<file path="src/rtl/uart_rx_flow_pkg.sv">
// Shared UART constants, receive FSM state encoding and the baud divisor helper.
package uart_rx_flow_pkg;

  typedef enum logic [2:0] {
    ST_IDLE      = 3'd0,
    ST_START     = 3'd1,
    ST_DATA      = 3'd2,
    ST_STOP      = 3'd3,
    ST_WAIT_HIGH = 3'd4
  } rx_state_e;

  localparam int unsigned OVERSAMPLE = 16;
  localparam int unsigned MID_BIT    = 8;

  // Rounded clocks-per-oversample-tick; the transmitter uses the same divisor.
  function automatic int unsigned uart_div(input int unsigned clk_hz, input int unsigned baud);
    return (clk_hz + MID_BIT * baud) / (OVERSAMPLE * baud);
  endfunction

endpackage

</file>
<file path="src/rtl/uart_rx_flow_sync_fifo.sv">
// First-word-fall-through circular FIFO with push/pop, full/empty and occupancy.
module sync_fifo #(
  parameter  int Width = 8,
  parameter  int Depth = 16,
  localparam int CntW  = $clog2(Depth + 1),
  localparam int PtrW  = $clog2(Depth)
) (
  input  logic             clk_i,
  input  logic             rst_i,
  input  logic             push_i,
  input  logic [Width-1:0] push_data_i,
  input  logic             pop_i,
  output logic [Width-1:0] pop_data_o,
  output logic             full_o,
  output logic             empty_o,
  output logic [CntW-1:0]  count_o,
  output logic [CntW-1:0]  count_next_o
);

  logic [Width-1:0] mem_q [Depth];
  logic [PtrW-1:0]  wr_q, wr_d, rd_q, rd_d;
  logic [CntW-1:0]  count_q, count_d;
  logic             push_ok, pop_ok;

  // A push into a full FIFO is still taken when the head leaves in the same cycle.
  always_comb begin
    pop_ok  = pop_i & (count_q != '0);
    push_ok = push_i & ((count_q != CntW'(Depth)) | pop_ok);
    wr_d    = push_ok ? wr_q + PtrW'(1) : wr_q;
    rd_d    = pop_ok ? rd_q + PtrW'(1) : rd_q;
    count_d = count_q;
    case ({push_ok, pop_ok})
      2'b10:   count_d = count_q + CntW'(1);
      2'b01:   count_d = count_q - CntW'(1);
      default: count_d = count_q;
    endcase
  end

  always_ff @(posedge clk_i) begin
    if (rst_i) begin
      wr_q    <= '0;
      rd_q    <= '0;
      count_q <= '0;
    end else begin
      wr_q    <= wr_d;
      rd_q    <= rd_d;
      count_q <= count_d;
    end
  end

  always_ff @(posedge clk_i) begin
    if (push_ok) mem_q[wr_q] <= push_data_i;
  end

  assign pop_data_o   = mem_q[rd_q];
  assign full_o       = (count_q == CntW'(Depth));
  assign empty_o      = (count_q == '0);
  assign count_o      = count_q;
  assign count_next_o = count_d;

endmodule

</file>
<file path="src/rtl/uart_rx_flow.sv">
// UART receiver with 16x oversampling, false-start rejection, byte FIFO and RTS
// hysteresis on FIFO occupancy.
//   state      | meaning
//   IDLE       | line idle, waiting for a low level
//   START      | validating start bit at mid-bit
//   DATA       | sampling 8 data bits, LSB first
//   STOP       | sampling stop bit, push or flag error
//   WAIT_HIGH  | after a framing error, wait for line to return high
module uart_rx_flow #(
  parameter int unsigned BaudRate             = 9600,
  parameter int unsigned SystemClockFrequency = 156250000,
  parameter int unsigned FifoDepth            = 16,
  parameter int unsigned RtsHighWater         = 12,
  parameter int unsigned RtsLowWater          = 4
) (
  input  logic                               i_clk,
  input  logic                               i_rst,
  input  logic                               i_uart_rx,
  output logic                               o_uart_rts_n,
  output logic                               o_rx_valid,
  output logic [7:0]                         o_rx_data,
  input  logic                               i_rx_ready,
  output logic [$clog2(FifoDepth+1)-1:0]     o_fifo_count,
  output logic                               o_frame_error,
  output logic                               o_overflow,
  output logic                               o_is_receiving
);
  import uart_rx_flow_pkg::*;

  localparam int unsigned    Div     = uart_div(SystemClockFrequency, BaudRate);
  localparam int             DivW    = (Div > 1) ? $clog2(Div) : 1;
  localparam logic [DivW-1:0] DivLoad = DivW'(Div - 1);
  localparam int             CntW    = $clog2(FifoDepth + 1);

  logic [1:0]      sync_q;
  logic            rx_s;
  logic [DivW-1:0] div_q, div_d;
  logic            tick;
  rx_state_e       state_q, state_d;
  logic [3:0]      tcnt_q, tcnt_d;
  logic [2:0]      bit_q, bit_d;
  logic [7:0]      shift_q, shift_d;
  logic            fe_q, fe_d, ov_q, ov_d, rts_q, rts_d;
  logic            push, pop, fifo_full, fifo_empty;
  logic [CntW-1:0] count_next;

  assign rx_s = sync_q[1];
  assign pop  = ~fifo_empty & i_rx_ready;

  always_comb begin
    tick    = (div_q == '0);
    div_d   = tick ? DivLoad : div_q - DivW'(1);
    state_d = state_q;
    tcnt_d  = tick ? tcnt_q + 4'd1 : tcnt_q;
    bit_d   = bit_q;
    shift_d = shift_q;
    push    = 1'b0;
    fe_d    = 1'b0;
    ov_d    = 1'b0;
    case (state_q)
      ST_IDLE: begin
        tcnt_d = '0;
        if (!rx_s) state_d = ST_START;
      end
      ST_START: begin
        if (tick && tcnt_q == 4'(MID_BIT - 1)) begin
          tcnt_d = '0;
          bit_d  = '0;
          state_d = rx_s ? ST_IDLE : ST_DATA;
        end
      end
      ST_DATA: begin
        // tcnt wraps to 0 on its own, keeping bit boundaries 16 ticks apart
        if (tick && tcnt_q == 4'(OVERSAMPLE - 1)) begin
          shift_d = {rx_s, shift_q[7:1]};
          bit_d   = bit_q + 3'd1;
          if (bit_q == 3'd7) state_d = ST_STOP;
        end
      end
      ST_STOP: begin
        if (tick && tcnt_q == 4'(OVERSAMPLE - 1)) begin
          if (rx_s) begin
            push    = 1'b1;
            ov_d    = fifo_full & ~pop;
            state_d = ST_IDLE;
          end else begin
            fe_d    = 1'b1;
            state_d = ST_WAIT_HIGH;
          end
        end
      end
      ST_WAIT_HIGH: begin
        if (rx_s) state_d = ST_IDLE;
      end
      default: state_d = ST_IDLE;
    endcase

    rts_d = rts_q;
    if (count_next >= CntW'(RtsHighWater))     rts_d = 1'b1;
    else if (count_next <= CntW'(RtsLowWater)) rts_d = 1'b0;
  end

  always_ff @(posedge i_clk) begin
    if (i_rst) begin
      sync_q  <= 2'b11;
      div_q   <= '0;
      state_q <= ST_IDLE;
      tcnt_q  <= '0;
      bit_q   <= '0;
      shift_q <= '0;
      fe_q    <= 1'b0;
      ov_q    <= 1'b0;
      rts_q   <= 1'b0;
    end else begin
      sync_q  <= {sync_q[0], i_uart_rx};
      div_q   <= div_d;
      state_q <= state_d;
      tcnt_q  <= tcnt_d;
      bit_q   <= bit_d;
      shift_q <= shift_d;
      fe_q    <= fe_d;
      ov_q    <= ov_d;
      rts_q   <= rts_d;
    end
  end

  sync_fifo #(
    .Width (8),
    .Depth (FifoDepth)
  ) u_fifo (
    .clk_i        (i_clk),
    .rst_i        (i_rst),
    .push_i       (push),
    .push_data_i  (shift_q),
    .pop_i        (pop),
    .pop_data_o   (o_rx_data),
    .full_o       (fifo_full),
    .empty_o      (fifo_empty),
    .count_o      (o_fifo_count),
    .count_next_o (count_next)
  );

  assign o_rx_valid     = ~fifo_empty;
  assign o_frame_error  = fe_q;
  assign o_overflow     = ov_q;
  assign o_uart_rts_n   = rts_q;
  assign o_is_receiving = (state_q != ST_IDLE);

endmodule

</file>
<file path="config.mk">
export PLATFORM = sky130hd
export DESIGN_NAME = uart_rx_flow
export DESIGN_NICKNAME = d
export VERILOG_FILES = /design/src/rtl/uart_rx_flow_pkg.sv /design/src/rtl/uart_rx_flow_sync_fifo.sv /design/src/rtl/uart_rx_flow.sv
export SDC_FILE = /design/constraint.sdc
export NUM_CORES = 1
export LEC_CHECK = 0
export ABC_AREA = 1
export CORE_MARGIN = 8
export CORE_UTILIZATION = 38
export DETAILED_ROUTE_END_ITERATION = 6
export PLACE_DENSITY = 0.56
export SETUP_SLACK_MARGIN = 0.15
export SLEW_MARGIN = 30
export SYNTH_ARGS = -nofsm -noshare
export SYNTH_HDL_FRONTEND = slang
export SYNTH_SLANG_ARGS = --single-unit
</file>
<file path="constraint.sdc">
create_clock -name i_clk -period 2.7 [get_ports i_clk]
set_input_delay 0.675 -clock i_clk [delete_from_list [all_inputs] [get_ports i_clk]]
set_output_delay 0.675 -clock i_clk [all_outputs]
set_load 0.03 [all_outputs]
</file>
==> results of run 1 <==
==> cell families (layout without fill, tap and decap cells) <==
group / count (synthesis) / in the layout
adders and majority gates: 13 / 13
xor gates and xnor gates: 5 / 5
DFF: 178 / 178
AOI/OAI and AO/OA: 148 / 148
muxes: 33 / 33
buffers and inverters: 98 / 165
and+or+nand+nor: 184 / 184
==> sequential cells by signal, summed over array words and instances, names as in the netlist, 2 cells and up, named ones only <==
signal / flops
u_fifo.rd_q: 4
shift_q: 8
bit_q: 3
u_fifo.wr_q: 4
state_q: 3
div_q: 10
tcnt_q: 4
u_fifo.count_o: 5
u_fifo.mem_q: 128
sync_q: 2
==> cell usage in the layout (no fill, tap or decap), types with 5 or more instances in the layout <==
| cell | synthesis | final |
|---|---|---|
| a21oi_1 | 49 | 48 |
| buf_4 | 1 | 37 |
| buf_6 | 0 | 5 |
| clkbuf_16 | 0 | 19 |
| clkdlybuf4s50_1 | 0 | 13 |
| clkinv_2 | 0 | 5 |
| dfxtp_1 | 50 | 43 |
| dfxtp_2 | 0 | 5 |
| edfxtp_1 | 128 | 128 |
| ha_1 | 12 | 11 |
| inv_1 | 67 | 65 |
| inv_2 | 4 | 5 |
| mux2i_1 | 32 | 29 |
| nand2_1 | 64 | 63 |
| nand2_4 | 4 | 5 |
| nand3_1 | 25 | 25 |
| nor2_1 | 63 | 62 |
| nor2_2 | 5 | 6 |
| o211ai_1 | 32 | 32 |
| o21ai_0 | 54 | 46 |
| o21ai_1 | 8 | 12 |
==> report_power, final <==
group / internal (mW) / leakage, nW / total, mW / switching (mW)
clock network: 1.28 / 0.285 / 2.29 / 1.01
logic: 1.01 / 1.23 / 2.51 / 1.50
registers: 3.06 / 1.90 / 3.24 / 0.178
==> stage by stage <==
| stage | cells | setup WS [ns] | area (um2) | total power, mW | hold slack, ns |
|---|---|---|---|---|---|
| after CTS | 987 | 0.1055 | 8830 | 8.026 | 0.4111 |
| after global placement | 949 | 0.1172 | 8179 | 5.573 | 0.3990 |
| after detailed placement | 949 | 0.08470 | 8179 | 5.618 | 0.3981 |
| final | 991 | 0.1253 | 8897 | 8.046 | 0.4107 |
| after global routing | 991 | 0.05663 | 8897 | 8.496 | 0.4227 |
| after floorplan | 659 | 0.1593 | 7516 | 4.951 | 0.3895 |
==> worst max-delay path, delay by kind of cell (launching register included) <==
family | cells | cell delay, ns
multiplexers | 1 | 0.21
buffers and inverters | 3 | 0.45
flip-flops | 1 | 0.44
AND/OR/NAND/NOR | 1 | 0.11
AO/OA/AOI/OAI | 2 | 0.25
==> metal layers <==
metal  global-route usage, %  routed length, um  vias to the layer above  share of wire (%)
li1                        -                  -                     2422                  -
met1                   17.62               7504                     2325                 46
met2                   24.09               8091                       83                 49
met3                   3.144                655                       11                4.0
met4                   4.577                170                        0                1.0
met5                       0                  0                        -                  0
==> final cells by class <==
| class | count | share of cell area, % |
|---|---|---|
| Clock inverter | 13 | 0.9141 |
| Inverter | 73 | 3.206 |
| Clock buffer | 19 | 5.344 |
| Sequential cell | 178 | 54.61 |
| Timing Repair Buffer | 59 | 6.061 |
| Tap cell | 265 | 3.727 |
| Multi-Input combinational cell | 383 | 26.06 |
| Timing Repair inverter | 1 | 0.08438 |
==> timing repair <==
item / 4_1_cts / 5_1_grt
endpoints found under the setup margin: 9 / 10
pin swaps: 4 / 9
gates resized for setup: 22 / 12
endpoints found under the hold margin: 0 / 0
cloned: 1 / 0
buffers inserted: 5 / 4
==> worst paths after layout <==
path | startpoint | endpoint | depth (start not counted)
worst max-delay path | register | o_rx_data[5] | 7
worst min-delay path | div_q[0]$_SDFF_PP0_ | div_q[0]$_SDFF_PP0_ | 1
worst max register to register | div_q[0]$_SDFF_PP0_ | o_uart_rts_n$_SDFFE_PP0P_ | 18
worst min register to register | div_q[0]$_SDFF_PP0_ | div_q[0]$_SDFF_PP0_ | 1
==> reports/qor.csv, run 1 <==
stage,metric,value,unit
timing,final setup violation count,0,
worst_setup_path,"Req. time, crit path",2.03,ns
timing,Slew Limit Fails,0,
cells_and_area,register area,4858,um2
outcome,status,completed,
power,Peak VDD IR,596.7,uV
clock_network,hold_buf cts,0,
die,std cell rows,51,
timing,FMAX,0.3884,GHz
logic_synthesis,number of distinct library cells after synthesis,41,
clock_network,"Clk Latency, worst-skew pair",0.42,ns
timing,post-layout min period,2.575,ns
worst_setup_path,critical path class,register to primary output,
place,RD Place Congestion,0.7994,
timing,Setup TNS Final,0,ns
logic_synthesis,"count leader, synth",edfxtp_1,
flow_run,total of max-cap violations,0,
detailed_routing,drt initial violations,280,
logic_synthesis,combinational family with the most area after synthesis,simple AND/OR/NAND/NOR gates,
timing,Hold Fails Final Rpt,0,
die,Die ar.,24500,um2
logic_synthesis,cell taking the most area after synthesis,edfxtp_1,
timing,relative slew slack,37.64,%
place,input/output buffers,21,
cells_and_area,Syn-to-layout area delta,18.60,%
logic_synthesis,Yosys top cell area share,51.23,%
worst_setup_path,CP Max Fanout,8,
logic_synthesis,"top cells by count, synth","edfxtp_1, inv_1, nand2_1, nor2_1, o21ai_0",
logic_synthesis,simple logic cell fraction of the synthesized area,11.86,%
logic_synthesis,Post-synth EDFFs,128,
logic_synthesis,Area contributors post-synth,"edfxtp_1, dfxtp_1, mux2i_1, o21ai_0, inv_1",
logic_synthesis,Mapped Nets,676,
global_routing,global-route congestion overflow total,0,
cells_and_area,Fillers,1814,
logic_synthesis,XOR/XNOR Fraction of Synth Area,0.5837,%
power,leak pwr,3.411,nW
global_routing,number of global-route vias before repair,4913,
worst_setup_path,"slowest stage delay, CP",0.44,ns
detailed_routing,antenna-violating nets left,0,
logic_synthesis,synthesized cell area,7502,um2
cells_and_area,share of layout cells above drive strength 1,18.04,%
logic_synthesis,Synth async-reset ratio,0,%
logic_synthesis,Syn Inst Count,659,
detailed_routing,Detailed Routing Iterations Pass 1,4,
global_routing,initial antenna violation count,0,
die,Initial Utilization,38.67,%
detailed_routing,Via density,4.885,
cells_and_area,area of the multi-input gates,2318,um2
die,Die Y,156.5,um
logic_synthesis,Yosys reg bits,178,
worst_setup_path,CP endpoint kind,primary output,
logic_synthesis,Synth Area per Inst,11.38,um2
timing,Slew @ Worst Pin,0.9341,ns
clock_network,cts bufs inserted,17,
detailed_routing,routed vias,4841,
die,Core ar.,19400,um2
logic_synthesis,Syn. warnings,0,
logic_synthesis,adder-cell area share of the yosys netlist,2.268,%
cells_and_area,fin nets,730,
worst_hold_path,HP Class,register to register,
detailed_routing,DR DRC count,0,
global_routing,Total Routing Usage GR,14.19,%
logic_synthesis,sequential area share after synthesis,64.58,%
die,# IOs,22,
logic_synthesis,"Top FF cell, synth",edfxtp_1,
global_routing,largest net degree at the start of global routing,35,
worst_setup_path,WP data arrival,1.90,ns
cells_and_area,Util after Layout,45.87,%
clock_network,H-tree levels,4,
die,die width,156.5,um
worst_setup_path,Reg2Reg Setup Slack,0.33,ns
power,Pwr Density,904.3,nW/um2
detailed_routing,WL/cell,16.57,um
detailed_routing,drt total wl,16.42,mm
place,DP HPWL,10.75,mm
timing,clk_skew,0.01082,ns
global_routing,first-pass GRT wire length,26.39,mm
clock_network,clock root buffer master,clkbuf_16,
timing,RSZ-0062 raised after global routing,true,
logic_synthesis,Compound-Gate Fraction of Synth Area,11.17,%
clock_network,number of clock sinks,178,
clock_network,"CTS clk-pin slew, worst paths",0.07,ns
logic_synthesis,post-synthesis mux area share,4.420,%
clock_network,CTS tree,done,
worst_setup_path,CP max-delay cell,dfxtp_4,
worst_setup_path,worst path cell trace,"buf_8, buf_4, mux2i_1, o211ai_1, o211ai_1, nand2_1, buf_4",
worst_setup_path,Critical Path Source Type,register,
cells_and_area,number of inserted diodes,0,
clock_network,Clock Path Buffers,2,
timing,Final period util,95.36,%
(Power assumes the default switching activity.)
==> inputs of run 2 (changes only) <==
Settings changed: SLEW_MARGIN 30 to unset.
==> results of run 2 <==
No change in the layout: final DEF, timing and power equal those of run 1.
